File: config.mk
export PLATFORM = sky130hd
export DESIGN_NAME = logic_pipe_nbit
export DESIGN_NICKNAME = d
export VERILOG_FILES = /design/src/rtl/logic_pipe_pkg.sv /design/src/rtl/logic_pipe_bitfn.sv /design/src/rtl/logic_pipe_stage.sv /design/src/rtl/logic_pipe_nbit.sv
export SDC_FILE = /design/constraint.sdc
export NUM_CORES = 1
export LEC_CHECK = 0
export BUFFER_PORTS_ARGS = -buffer_cell sky130_fd_sc_hd__buf_2
export CORE_UTILIZATION = 30
export DETAILED_ROUTE_END_ITERATION = 10
export REMOVE_ABC_BUFFERS = 1
export SYNTH_ARGS = -nofsm -noshare
export SYNTH_HDL_FRONTEND = slang
export SYNTH_SLANG_ARGS = --single-unit
File: constraint.sdc
create_clock -name clk -period 2.8 [get_ports clk]
set_input_delay 0.56 -clock clk [delete_from_list [all_inputs] [get_ports clk]]
set_output_delay 0.56 -clock clk [all_outputs]
set_load 0.03 [all_outputs]
File: src/rtl/logic_pipe_pkg.sv
// Shared op-code constants and widths for the n-bit logic pipeline.
package logic_pipe_pkg;
    localparam int OP_W = 3;

    localparam logic [OP_W-1:0] OP_NAND2 = 3'b000;
    localparam logic [OP_W-1:0] OP_NAND3 = 3'b001;
    localparam logic [OP_W-1:0] OP_AND3  = 3'b010;
    localparam logic [OP_W-1:0] OP_OR3   = 3'b011;
    localparam logic [OP_W-1:0] OP_NOR3  = 3'b100;
    localparam logic [OP_W-1:0] OP_XOR3  = 3'b101;
    localparam logic [OP_W-1:0] OP_MAJ3  = 3'b110;
    localparam logic [OP_W-1:0] OP_NOT   = 3'b111;
endpackage

File: src/rtl/logic_pipe_bitfn.sv
// One-bit function cell: selects one of eight gate functions of three inputs.
module logic_pipe_bitfn
    import logic_pipe_pkg::*;
(
    input  logic            a,
    input  logic            b,
    input  logic            c,
    input  logic [OP_W-1:0] op,
    output logic            y
);
    always_comb begin
        case (op)
            OP_NAND2: y = ~(a & b);
            OP_NAND3: y = ~(a & b & c);
            OP_AND3:  y = a & b & c;
            OP_OR3:   y = a | b | c;
            OP_NOR3:  y = ~(a | b | c);
            OP_XOR3:  y = a ^ b ^ c;
            OP_MAJ3:  y = (a & b) | (a & c) | (b & c);
            default:  y = ~a;
        endcase
    end
endmodule

File: src/rtl/logic_pipe_stage.sv
// One elastic pipeline register: holds a valid bit and a data word, and
// accepts new data whenever it is empty or its contents move downstream.
module logic_pipe_stage #(
    parameter int W = 10
) (
    input  logic         clk,
    input  logic         reset,
    input  logic         up_valid,
    input  logic [W-1:0] up_data,
    input  logic         dn_ready,
    output logic         valid,
    output logic [W-1:0] data,
    output logic         ready
);
    logic         valid_q, valid_d;
    logic [W-1:0] data_q, data_d;

    always_comb begin
        ready   = !valid_q || dn_ready;
        valid_d = valid_q;
        data_d  = data_q;
        if (ready) begin
            valid_d = up_valid;
            if (up_valid) data_d = up_data;
        end
    end

    // Only the valid bit is reset; data in an empty stage is never observed.
    always_ff @(posedge clk) begin
        if (reset) valid_q <= 1'b0;
        else       valid_q <= valid_d;
        data_q <= data_d;
    end

    assign valid = valid_q;
    assign data  = data_q;
endmodule

File: src/rtl/logic_pipe_nbit.sv
// N-bit three-operand logic unit feeding a DEPTH-stage valid/ready pipeline;
// each stage carries the result together with its all-zero / all-one flags.
module logic_pipe_nbit
    import logic_pipe_pkg::*;
#(
    parameter int N     = 8,
    parameter int DEPTH = 2
) (
    input  logic            clk,
    input  logic            reset,
    input  logic            in_valid,
    output logic            in_ready,
    input  logic [OP_W-1:0] op,
    input  logic [N-1:0]    in0,
    input  logic [N-1:0]    in1,
    input  logic [N-1:0]    in2,
    output logic            out_valid,
    input  logic            out_ready,
    output logic [N-1:0]    out,
    output logic            out_zero,
    output logic            out_ones
);
    localparam int W = N + 2;

    logic [N-1:0]            res;
    logic [W-1:0]            res_pkt;
    logic [DEPTH-1:0]        stg_valid;
    logic [DEPTH-1:0][W-1:0] stg_data;
    logic [DEPTH:0]          stg_ready;

    genvar i;
    generate
        for (i = 0; i < N; i++) begin : g_bit
            logic_pipe_bitfn u_fn (
                .a  (in0[i]),
                .b  (in1[i]),
                .c  (in2[i]),
                .op (op),
                .y  (res[i])
            );
        end
    endgenerate

    assign res_pkt = {&res, ~|res, res};
    assign stg_ready[DEPTH] = out_ready;

    genvar k;
    generate
        for (k = 0; k < DEPTH; k++) begin : g_stg
            logic         up_valid;
            logic [W-1:0] up_data;
            if (k == 0) begin : g_head
                assign up_valid = in_valid;
                assign up_data  = res_pkt;
            end else begin : g_body
                assign up_valid = stg_valid[k-1];
                assign up_data  = stg_data[k-1];
            end
            logic_pipe_stage #(.W(W)) u_stage (
                .clk      (clk),
                .reset    (reset),
                .up_valid (up_valid),
                .up_data  (up_data),
                .dn_ready (stg_ready[k+1]),
                .valid    (stg_valid[k]),
                .data     (stg_data[k]),
                .ready    (stg_ready[k])
            );
        end
    endgenerate

    // Hold off producers while reset is asserted even though all stages are empty.
    assign in_ready  = stg_ready[0] && !reset;
    assign out_valid = stg_valid[DEPTH-1];
    assign out       = stg_data[DEPTH-1][N-1:0];
    assign out_zero  = stg_data[DEPTH-1][N];
    assign out_ones  = stg_data[DEPTH-1][N+1];
endmodule

==> metrics.cfg <==
[placed_design]
port_buffers=42
hpwlAfterDp_um=2820
gp_congestion=0.802

[setup_path]
cp_max_fo=27
cp_data_arrival_time_ps=2210
cp.required_ps=2880
cp-start-kind=input pin
path_class=input pin to flip-flop
critical_path.endpoint_type=flip-flop

[synth]
ys_seq_elements=22
netlist_instances=201
synth_cell_types=49
async_flop_share=0
syn_area_um2=1920
synth_ff_type=edfxtp_1
syn_avg_cell_area_um2=9.54
ys_seq_area_frac=0.334
synth_edf_count=20
yosys_warnings=0

[layout]
syn2layout_area_growth_pct=15.9
nFillCells=623
mostFrequentLayoutCells=buf_2 (42), inv_1 (26), edfxtp_1 (20)
layout-drive-gt1-share=0.238
antenna_cells=0
final_common_cell=buf_2
fin_nets=296
final_util=0.367

[floorplan]
die_x_um=82.0
die_y_um=82.0
ioPinCount=43
dieArea_um2=6720
initial_utilization=0.316
num_rows=28
core_um2=6060

[run_status]
status=finished clean

[clock_network]
clk_latency_ps=250
cts_tree=done
clock_sinks=22
clockBufferDepth=2
postCtsHoldBufs=0
cts-root-buf=clkbuf_8
htree_levels=1
clkTransAtPathRegs_ps=70
post_cts_buffers=0
cts_resized=0
cts_made_buffers=3

[global_route]
grt.total_usage=0.114
grt_pass1_wl_um=5980
grt_max_degree=28
grt_antenna_before_repair=0
overflow=0
grt_pass1_vias=1369

[timing]
rsz0062_at_grt=false
hold_viol_final=0
fmax_ghz=0.470
fin_skew_ps=1.29
finalSetupViolCount=0
period_minus_slack_ps=2130
slew_violations=0
period_share=0.760
tns_ps=0
tightest_slew_ps=781
slew_headroom=0.478

[power_and_ir_drop]
p_comb_frac=0.286
clockPowerShare=0.232
intPower_uw=575
switching_power_uw=238
power_density_nw_per_um2=366
leakage_uw=0.000993
seqPwrFrac=0.482
swShare=0.292
ir_worst_vdd_mv=0.253

[detailed_routing]
drc=0
dr.pass1.iters=4
vias=1534
viasPerCell=4.87
route.final.wire_length_um=3510
wire_per_inst_um=11.1
drt_iter0_drc=63
ant_nets=0

[worst_hold_path]
hp-class=flip-flop to flip-flop

[job]
max_cap_violations=0

-- synth_stat cells (2+ instances only) --
| master | n | share of area |
|---|---|---|
| fa_1 | 8 | 0.083 |
| nor2_1 | 12 | 0.023 |
| ha_1 | 16 | 0.10 |
| dfxtp_1 | 2 | 0.021 |
| a22o_1 | 3 | 0.014 |
| mux2i_1 | 2 | 0.010 |
| nor3_1 | 5 | 0.013 |
| and3b_1 | 2 | 0.0091 |
| and3_1 | 3 | 0.0098 |
| inv_1 | 26 | 0.051 |
| buf_2 | 6 | 0.016 |
| edfxtp_1 | 20 | 0.31 |
| a21oi_1 | 17 | 0.044 |
| o31ai_1 | 2 | 0.0078 |
| nand2_1 | 10 | 0.020 |
| o21ai_0 | 7 | 0.018 |
| nand2b_1 | 8 | 0.026 |
| nand3_1 | 6 | 0.016 |
| o21ai_1 | 5 | 0.013 |
| a31oi_1 | 4 | 0.013 |
| a21o_1 | 3 | 0.012 |
| nand3b_1 | 3 | 0.012 |
| nor2b_1 | 5 | 0.016 |
-- cell type report --
cell class | instances | area [um^2] | area share
sequential | 22 | 641 | 0.288
multi-input combinational | 142 | 1110 | 0.499
clock inverter | 1 | 3.75 | 0.00169
timing repair buffer | 45 | 233 | 0.105
inverter | 27 | 101 | 0.0456
tap | 75 | 93.8 | 0.0422
clock buffer | 3 | 41.3 | 0.0186
-- metrics by stage --
stage / power (uW) / hold WS, ps / instances / cell area (um^2) / worst slack, ps
2_1_floorplan: 540 / 400 / 191 / 1850 / 712
3_3_place_gp: 629 / 402 / 311 / 2180 / 462
3_5_place_dp: 634 / 405 / 311 / 2180 / 418
4_1_cts: 825 / 422 / 315 / 2220 / 689
5_1_grt: 870 / 430 / 315 / 2220 / 492
6_report: 813 / 421 / 315 / 2220 / 671
-- worst paths after layout --
check	cells past startpoint	slack, ps	start	to
worst max-delay path	7	670	op[1]	g_stg[0].u_stage.data[8]$_DFFE_PP_
worst min-delay path	0	420	g_stg[0].u_stage.data[7]$_DFFE_PP_	g_stg[1].u_stage.data[7]$_DFFE_PP_
worst max register to register	2	1340	g_stg[1].u_stage.valid$_SDFFE_PP0P_	g_stg[1].u_stage.data[3]$_DFFE_PP_
worst min register to register	0	420	g_stg[0].u_stage.data[7]$_DFFE_PP_	g_stg[1].u_stage.data[7]$_DFFE_PP_
-- kinds of logic after synthesis --
kind of cell    Yosys count  share of synthesized area
compound gates           57                      0.209
fa+ha+maj                24                      0.188
buf+inv                  37                     0.0881
flops                    22                      0.334
mux                       2                     0.0104
simple gates             59                      0.170
-- worst max-delay path: stages --
cell and delay (ps):
buf_2 150, buf_4 300, nor2b_1 140, a22o_1 260, a221oi_2 410, nand3_1 140, nor4b_2 240
-- state kept, by name, summed over array words and instances, names as in the netlist --
| signal | cells |
|---|---|
| g_stg.u_stage.valid | 2 |
| g_stg.u_stage.data | 20 |
-- metal layers --
metal	wire length (um)	track usage	vias up	share of wire
li1	-	-	781	-
met1	1620	0.152	709	0.46
met2	1670	0.187	40	0.48
met3	185	0.0144	4	0.053
met4	39	0.0439	0	0.011
met5	0	0	-	0
-- power groups by stage --
stage          registers, uW  clock network, uW  logic (uW)
6_report                 392                189         233
3_5_place_dp             400                  0         234
3_3_place_gp             399                  0         230
2_1_floorplan            416                  0         123
4_1_cts                  392                198         235
5_1_grt                  394                212         264
Power figures use the tool's default switching activity.
